===== config.mk =====
export PLATFORM = sky130hd
export DESIGN_NAME = vga_pmod_monitor
export DESIGN_NICKNAME = d
export VERILOG_FILES = /design/src/rtl/vga_pmod_monitor_pkg.sv /design/src/rtl/vga_pmod_monitor_sync_meas.sv /design/src/rtl/vga_pmod_monitor.sv
export SDC_FILE = /design/constraint.sdc
export NUM_CORES = 1
export LEC_CHECK = 0
export BUFFER_PORTS_ARGS = -buffer_cell sky130_fd_sc_hd__buf_2
export CAP_MARGIN = 20
export CORE_UTILIZATION = 40
export CTS_CLUSTER_DIAMETER = 40
export DETAILED_ROUTE_END_ITERATION = 6
export PLACE_DENSITY = 0.58
export SYNTH_ARGS = -nofsm -noshare
export SYNTH_HDL_FRONTEND = slang
export SYNTH_SLANG_ARGS = --single-unit

===== constraint.sdc =====
create_clock -name clk -period 5.3 [get_ports clk]
set_input_delay 0.265 -clock clk [delete_from_list [all_inputs] [get_ports clk]]
set_output_delay 0.265 -clock clk [all_outputs]
set_load 0.01 [all_outputs]

===== src/rtl/vga_pmod_monitor_pkg.sv =====
// Shared timing, PMOD bit map and FSM encodings
// for the TinyVGA receive-side monitor.
package vga_pmod_monitor_pkg;

  localparam int VGA_H_VIS   = 640;
  localparam int VGA_H_FP    = 16;
  localparam int VGA_H_SYNC  = 96;
  localparam int VGA_H_TOTAL = 800;
  localparam int VGA_V_VIS   = 480;
  localparam int VGA_V_FP    = 10;
  localparam int VGA_V_SYNC  = 2;
  localparam int VGA_V_TOTAL = 525;

  localparam int HSYNC_BIT = 7;
  localparam int B0_BIT    = 6;
  localparam int G0_BIT    = 5;
  localparam int R0_BIT    = 4;
  localparam int VSYNC_BIT = 3;
  localparam int B1_BIT    = 2;
  localparam int G1_BIT    = 1;
  localparam int R1_BIT    = 0;

  localparam logic [1:0] ST_SEARCH = 2'd0;
  localparam logic [1:0] ST_HLOCK  = 2'd1;
  localparam logic [1:0] ST_LOCKED = 2'd2;

  localparam int CW = 10;

  typedef struct packed {
    logic          valid;
    logic [CW-1:0] period;
    logic [CW-1:0] width;
  } meas_t;

  function automatic logic [5:0] pmod_rgb(
    input logic [7:0] b
  );
    return {b[R1_BIT], b[R0_BIT],
            b[G1_BIT], b[G0_BIT],
            b[B1_BIT], b[B0_BIT]};
  endfunction

endpackage


===== src/rtl/vga_pmod_monitor_sync_meas.sv =====
// Sync edge period/width meter. Counts ticks between
// falls and ticks spent low; both saturate at 1023.
module vga_pmod_monitor_sync_meas
  import vga_pmod_monitor_pkg::*;
(
  input  logic  clk,
  input  logic  rst,
  input  logic  tick,
  input  logic  fall,
  input  logic  low,
  output meas_t meas
);

  logic [CW-1:0] cnt;
  logic [CW-1:0] wcnt;
  logic          primed;

  function automatic logic [CW-1:0] sat_inc(
    input logic [CW-1:0] x
  );
    return (x == '1) ? x : x + CW'(1);
  endfunction

  // Report the previous cycle at each fall; the very
  // first fall only arms the meter (partial cycle).
  always_ff @(posedge clk) begin
    if (rst) begin
      cnt    <= '0;
      wcnt   <= '0;
      primed <= 1'b0;
      meas   <= '0;
    end else begin
      meas.valid <= fall & primed;
      if (fall) begin
        meas.period <= cnt;
        meas.width  <= wcnt;
        primed      <= 1'b1;
        cnt         <= tick ? CW'(1) : '0;
        wcnt        <= (tick & low) ? CW'(1) : '0;
      end else begin
        if (tick)
          cnt <= sat_inc(cnt);
        if (tick & low)
          wcnt <= sat_inc(wcnt);
      end
    end
  end

endmodule


===== src/rtl/vga_pmod_monitor.sv =====
// TinyVGA PMOD receive checker: sync lock, timing
// validation, pixel position recovery and frame checksum.
module vga_pmod_monitor
  import vga_pmod_monitor_pkg::*;
#(
  parameter int H_VIS   = VGA_H_VIS,
  parameter int H_FP    = VGA_H_FP,
  parameter int H_SYNC  = VGA_H_SYNC,
  parameter int H_TOTAL = VGA_H_TOTAL,
  parameter int V_VIS   = VGA_V_VIS,
  parameter int V_FP    = VGA_V_FP,
  parameter int V_SYNC  = VGA_V_SYNC,
  parameter int V_TOTAL = VGA_V_TOTAL
) (
  input  logic        clk,
  input  logic        rst,
  input  logic [7:0]  uo_in,
  input  logic        clr_err,
  output logic        locked,
  output logic        err_h,
  output logic        err_v,
  output logic        pix_valid,
  output logic [9:0]  pix_x,
  output logic [9:0]  pix_y,
  output logic [5:0]  pix_rgb,
  output logic        frame_done,
  output logic [15:0] frame_sum
);

  localparam logic [CW-1:0] H_LAST = CW'(H_TOTAL - 1);
  localparam logic [CW-1:0] H_LOAD = CW'(H_VIS + H_FP);
  localparam logic [CW-1:0] H_LEN  = CW'(H_TOTAL);
  localparam logic [CW-1:0] H_W    = CW'(H_SYNC);
  localparam logic [CW-1:0] H_END  = CW'(H_VIS);
  localparam logic [CW-1:0] V_LAST = CW'(V_TOTAL - 1);
  localparam logic [CW-1:0] V_LOAD = CW'(V_VIS + V_FP);
  localparam logic [CW-1:0] V_LEN  = CW'(V_TOTAL);
  localparam logic [CW-1:0] V_W    = CW'(V_SYNC);
  localparam logic [CW-1:0] V_END  = CW'(V_VIS);

  logic [7:0]    s1;
  logic [7:0]    s2;
  logic          hs_fall;
  logic          vs_fall;
  logic          vfall_d;
  logic [CW-1:0] h;
  logic [CW-1:0] v;
  meas_t         hmeas;
  meas_t         vmeas;
  logic          h_ok;
  logic          v_ok;
  logic          hgood;
  logic          hbad;
  logic          vgood;
  logic          vbad;
  logic [1:0]    state;
  logic [1:0]    state_n;
  logic          hgood1;
  logic          hgood1_n;
  logic          vseen;
  logic          vseen_n;
  logic          set_h;
  logic          set_v;
  logic          full;
  logic [15:0]   acc;

  assign hs_fall = s2[HSYNC_BIT] & ~s1[HSYNC_BIT];
  assign vs_fall = s2[VSYNC_BIT] & ~s1[VSYNC_BIT];

  vga_pmod_monitor_sync_meas u_hmeas (
    .clk  (clk),
    .rst  (rst),
    .tick (1'b1),
    .fall (hs_fall),
    .low  (~s1[HSYNC_BIT]),
    .meas (hmeas)
  );

  vga_pmod_monitor_sync_meas u_vmeas (
    .clk  (clk),
    .rst  (rst),
    .tick (hs_fall),
    .fall (vs_fall),
    .low  (~s1[VSYNC_BIT]),
    .meas (vmeas)
  );

  assign h_ok  = (hmeas.period == H_LEN) &&
                 (hmeas.width == H_W);
  assign v_ok  = (vmeas.period == V_LEN) &&
                 (vmeas.width == V_W);
  assign hgood = hmeas.valid & h_ok;
  assign hbad  = hmeas.valid & ~h_ok;
  assign vgood = vmeas.valid & v_ok;
  assign vbad  = vmeas.valid & ~v_ok;

  assign locked = (state == ST_LOCKED);

  // Input pipeline and position counters; h/v track
  // the sample held in s2.
  always_ff @(posedge clk) begin
    if (rst) begin
      s1      <= '0;
      s2      <= '0;
      vfall_d <= 1'b0;
      h       <= '0;
      v       <= '0;
    end else begin
      s1      <= uo_in;
      s2      <= s1;
      vfall_d <= vs_fall;
      if (hs_fall)
        h <= H_LOAD;
      else if (h == H_LAST)
        h <= '0;
      else
        h <= h + CW'(1);
      if (vs_fall)
        v <= V_LOAD;
      else if (hs_fall)
        v <= (v == V_LAST) ? '0 : v + CW'(1);
    end
  end

  // Lock FSM next state and error set requests.
  always_comb begin
    state_n  = state;
    hgood1_n = hgood1;
    vseen_n  = vseen;
    set_h    = 1'b0;
    set_v    = 1'b0;
    case (state)
      ST_SEARCH: begin
        if (hbad) begin
          hgood1_n = 1'b0;
        end else if (hgood) begin
          if (hgood1) begin
            state_n  = ST_HLOCK;
            hgood1_n = 1'b0;
            vseen_n  = 1'b0;
          end else begin
            hgood1_n = 1'b1;
          end
        end
      end
      ST_HLOCK: begin
        if (hbad) begin
          state_n  = ST_SEARCH;
          hgood1_n = 1'b0;
        end else if (vfall_d) begin
          if (vseen && vgood)
            state_n = ST_LOCKED;
          vseen_n = 1'b1;
        end
      end
      ST_LOCKED: begin
        set_h = hbad;
        set_v = vbad;
        if (hbad || vbad) begin
          state_n  = ST_SEARCH;
          hgood1_n = 1'b0;
        end
      end
      default: begin
        state_n  = ST_SEARCH;
        hgood1_n = 1'b0;
      end
    endcase
  end

  // FSM state and sticky errors (a set beats a clear).
  always_ff @(posedge clk) begin
    if (rst) begin
      state  <= ST_SEARCH;
      hgood1 <= 1'b0;
      vseen  <= 1'b0;
      err_h  <= 1'b0;
      err_v  <= 1'b0;
    end else begin
      state  <= state_n;
      hgood1 <= hgood1_n;
      vseen  <= vseen_n;
      if (set_h)
        err_h <= 1'b1;
      else if (clr_err)
        err_h <= 1'b0;
      if (set_v)
        err_v <= 1'b1;
      else if (clr_err)
        err_v <= 1'b0;
    end
  end

  // Registered pixel outputs, two samples behind uo_in.
  always_ff @(posedge clk) begin
    if (rst) begin
      pix_valid <= 1'b0;
      pix_x     <= '0;
      pix_y     <= '0;
      pix_rgb   <= '0;
    end else begin
      pix_valid <= locked && (h < H_END) && (v < V_END);
      pix_x     <= h;
      pix_y     <= v;
      pix_rgb   <= pmod_rgb(s2);
    end
  end

  // Frame checksum; a frame only reports its sum if
  // lock held from its opening vsync to its closing one.
  always_ff @(posedge clk) begin
    if (rst) begin
      acc        <= '0;
      full       <= 1'b0;
      frame_done <= 1'b0;
      frame_sum  <= '0;
    end else begin
      frame_done <= vfall_d;
      if (vfall_d) begin
        frame_sum <= (full && state_n == ST_LOCKED) ?
                     acc : '0;
        acc       <= '0;
      end else if (pix_valid) begin
        acc <= acc + {10'd0, pix_rgb};
      end
      if (state_n != ST_LOCKED)
        full <= 1'b0;
      else if (vfall_d)
        full <= 1'b1;
    end
  end

endmodule


==> results.cfg <==
[run_status]
run_status = completed

[grt]
maximum_number_of_pins_on_one_net_before_global_route_repair = 75
first_global_vias = 5372
grt_first_pass_wirelength_mm = 27.20
initial_antenna_violation_count = 0
globalRouteOverflowTotal = 0
grtUsageTotal = 0.1735

[worst_setup_path]
critPathMaxStageDelay_ns = 0.62
cpMaxStageDelayCell = sky130_fd_sc_hd__a22o_1
worstSetupEndpointType = flip-flop
timing.critical_path.fanout_max = 18
cp.required_ns = 5.66
crit_path_cell_trace = nor4_1, nand3_1, nor4_1, a22o_1, nor3b_2
critPathMostFrequentCell = sky130_fd_sc_hd__nor4_1
worst-r2r-cell-count = 5
worstPathArrival_ns = 2.56
critical_path_class = flip-flop to flip-flop
crit_family = simple AND/OR/NAND/NOR gates
number_of_buffers_and_inverters_on_the_critical_path = 0
rr_endpoint = full
timing.rr.start = u_vmeas.meas[2]
r2r_setup_slack_ns = 3.10
worst_setup_path_start_kind = flip-flop

[pwr]
leakagePower_nw = 3.286
power_per_cell_area_nw_per_um2 = 327.5
vdd.ir_drop.worst_v = 0.0002032
finalPower_w = 0.002818

[floorplanning]
die_outline_width_um = 139.7
start_util = 0.4149
io_pins = 58
num_rows = 49
placeableCoreArea_sq_um = 18270
die_height_um = 139.7
floorplan.die_area_sq_um = 19510

[worst_hold_path]
hold_path_depth = 2
min_path_type = primary input to flip-flop
timing.hold.worst_endpoint = s1[1]
timing.hold.worst.start = uo_in[1]

[placed_design]
io_buffer_count = 57
post-dp-hpwl_mm = 10.78
pre_cts_slack_ns = 2.999
place.detailed.instances = 1077
global_placement_routability_congestion = 0.7793

[final_layout]
nets = 892
finish.utilization = 0.4710
layout-drive-gt1-share = 0.1205
antennaDiodeCount = 0
n_fill_cell = 1808
layout-area-overhead-vs-synth_pct = 13.52
finish.cell_count_without_fillers = 1109

[synth]
yosys.cell_types.count = 63
yosys_register_bits = 188
netlist_area_sq_um = 7581
number_of_enable_flip_flop_cells_after_synthesis = 0
post_synth.cell_area_avg_sq_um = 9.178
synth-warning-count = 0
synth_flop_cell = sky130_fd_sc_hd__dfxtp_1
synthArstFlopShare = 0
netlist_instances = 826
ys_seq_area_frac = 0.4965
synth_nets = 851

[sta]
setup_viol = 0
setup_tns_ns = 0
rsz0062_at_grt = no
hold_violations = 0
timing.final.ws_setup_ns = 3.102
final.period_utilization = 0.4147
drv_slew = 0
final.min_clock_period_ns = 2.198
maxClockFrequency_mhz = 455.0
worst_slew_margin_rel = 0.5060
worst_clock_skew_ns = 0.009850
worst_slew_pin_tran_ns = 0.7409

[clock_tree]
clock_tree.root_cell = sky130_fd_sc_hd__clkbuf_16
htreeDepth = 4
clk_pin_slew_worst_paths_ns = 0.07
clock_sinks = 188
ctsHoldBuffers = 0
cts.repair.resized = 0
clkLatencyLatePin_ns = 0.43
cts_setup_buffers = 0
cts_tree = built
max-clock-path-buffers = 2
tritoncts.num_buffers = 17

[route]
drc_violation_count_after_routing = 0
wirelength_mm = 15.99
detail_route.wl_per_cell_um = 14.42
drt_iter0_markers = 301
count_of_nets_left_with_antenna_violations_after_detail_routing = 0
vias_per_cell = 5.170
drt_pre_antenna_iters = 5
num_vias = 5733

[flow_run]
drv.max_cap_violation_count = 0
[per-layer routing]
| metal | global-route usage | wire length, um | part of all wire |
|---|---|---|---|
| met1 | 0.2312 | 7972 | 0.50 |
| met2 | 0.2785 | 7433 | 0.46 |
| met3 | 0.03854 | 429 | 0.027 |
| met4 | 0.05552 | 155 | 0.0097 |
| met5 | 0 | 0 | 0 |
[cells in the final DEF (no fill, tap or decap), types with 6 or more instances in the layout]
cell type and count:
sky130_fd_sc_hd__dfxtp_1 188, sky130_fd_sc_hd__nand2_1 111, sky130_fd_sc_hd__nor2_1 72, sky130_fd_sc_hd__a21oi_1 65, sky130_fd_sc_hd__buf_2 56, sky130_fd_sc_hd__nor2b_1 49, sky130_fd_sc_hd__nand3_1 23, sky130_fd_sc_hd__xnor2_1 22
sky130_fd_sc_hd__xor2_1 21, sky130_fd_sc_hd__and3_1 17, sky130_fd_sc_hd__nand4_1 17, sky130_fd_sc_hd__o21ai_0 17, sky130_fd_sc_hd__clkbuf_16 17, sky130_fd_sc_hd__inv_1 14, sky130_fd_sc_hd__a22o_1 13, sky130_fd_sc_hd__ha_1 13
sky130_fd_sc_hd__a31oi_1 10, sky130_fd_sc_hd__or3_1 10, sky130_fd_sc_hd__a211oi_1 9, sky130_fd_sc_hd__nor3_1 9, sky130_fd_sc_hd__and4_1 8, sky130_fd_sc_hd__nor4b_1 8, sky130_fd_sc_hd__mux2i_1 8, sky130_fd_sc_hd__nand3b_1 7
sky130_fd_sc_hd__buf_4 7, sky130_fd_sc_hd__nand2b_1 6, sky130_fd_sc_hd__and4bb_1 6, sky130_fd_sc_hd__and2_1 6
[area by class of cell]
class | instances | area [sq um] | share of cell area
Timing Repair Buffer | 63 | 332.8 | 0.03867
Tap cell | 229 | 286.5 | 0.03329
Sequential cell | 188 | 3764 | 0.4373
Clock buffer | 17 | 425.4 | 0.04943
Inverter | 14 | 52.55 | 0.006106
Multi-Input combinational cell | 583 | 3583 | 0.4164
Clock inverter | 15 | 161.4 | 0.01876
[worst max-delay path by stage]
stage,from,endpoint,slack (ns),cells after the start
2_1_floorplan,pix_rgb[0],acc[6],3.42,8
3_3_place_gp,rst,u_vmeas.cnt[1],3.03,4
3_5_place_dp,rst,u_vmeas.cnt[8],3.00,4
4_1_cts,u_vmeas.meas[2],full,3.06,5
5_1_grt,u_vmeas.meas[2],full,2.88,5
6_report,u_vmeas.meas[2],full,3.10,5
[cells in the mapped netlist, drive strengths merged, types with 2 or more instances]
library cell / count / area, sq um
nor2b: 50 / 312.8
buf: 10 / 67.56
dfxtp: 188 / 3764
nor2: 72 / 270.3
or2: 2 / 12.51
nor3: 9 / 45.04
nand4b: 2 / 17.52
and4bb: 8 / 100.1
nor3b: 4 / 35.03
xor2: 21 / 183.9
nand2: 111 / 416.7
nand3: 23 / 115.1
nand4: 17 / 106.4
clkbuf: 31 / 116.4
a211oi: 9 / 67.56
a22o: 13 / 113.9
nand3b: 7 / 52.55
ha: 13 / 162.7
o22ai: 3 / 18.77
inv: 14 / 52.55
o211ai: 5 / 37.54
a31oi: 11 / 75.07
and4: 8 / 70.07
nand4bb: 3 / 33.78
and2: 6 / 37.54
nor4bb: 2 / 20.02
nor4: 3 / 18.77
o31ai: 4 / 43.79
and3: 17 / 106.4
a41o: 5 / 50.05
xnor2: 22 / 192.7
or3: 10 / 62.56
o21ai: 18 / 90.08
nand2b: 6 / 37.54
a21oi: 65 / 325.3
nor4b: 9 / 93.84
or4: 2 / 18.77
mux2i: 8 / 80.08
[registers in the layout, indices dropped and copies added, names as in the netlist, 6 cells and up]
name	count
u_hmeas.meas	21
u_vmeas.cnt	10
u_vmeas.wcnt	10
pix_rgb	6
pix_x	10
u_hmeas.wcnt	10
u_hmeas.cnt	10
frame_sum	16
v	10
s2	8
s1	8
u_vmeas.meas	21
pix_y	10
acc	16
h	10
[power by group]
part           leakage, nW  internal, W   total, W  switching (W)
logic                 1.49    0.0000344  0.0000960      0.0000616
clock network        0.277     0.000702    0.00127       0.000565
registers             1.52      0.00143    0.00146      0.0000209
total                 3.29      0.00217    0.00282       0.000648
[metrics by stage]
| stage | area (sq um) | hold WS [ns] |
|---|---|---|
| floorplan | 7581 | 0.3441 |
| global placement | 8019 | 0.4168 |
| detailed placement | 8019 | 0.4204 |
| CTS | 8606 | 0.02352 |
| global route | 8606 | 0.03609 |
| finish | 8606 | 0.03719 |
[worst register-to-register path: cells and delay by family (launching register included)]
kind | cells | cell delay (ns)
simple gates | 4 | 1.19
compound gates | 1 | 0.62
flops | 1 | 0.31
[cell families (layout without fill, tap and decap cells)]
logic type      after synthesis  count (layout)  share of synthesized area
mux                           8               8                    0.01056
xor+xnor                     43              43                    0.04968
flops                       188             188                     0.4965
fa+ha+maj                    14              14                    0.02410
simple gates                374             374                     0.2651
buf+inv                      55             109                    0.03119
compound gates              144             144                     0.1230
(Power assumes the default switching activity.)
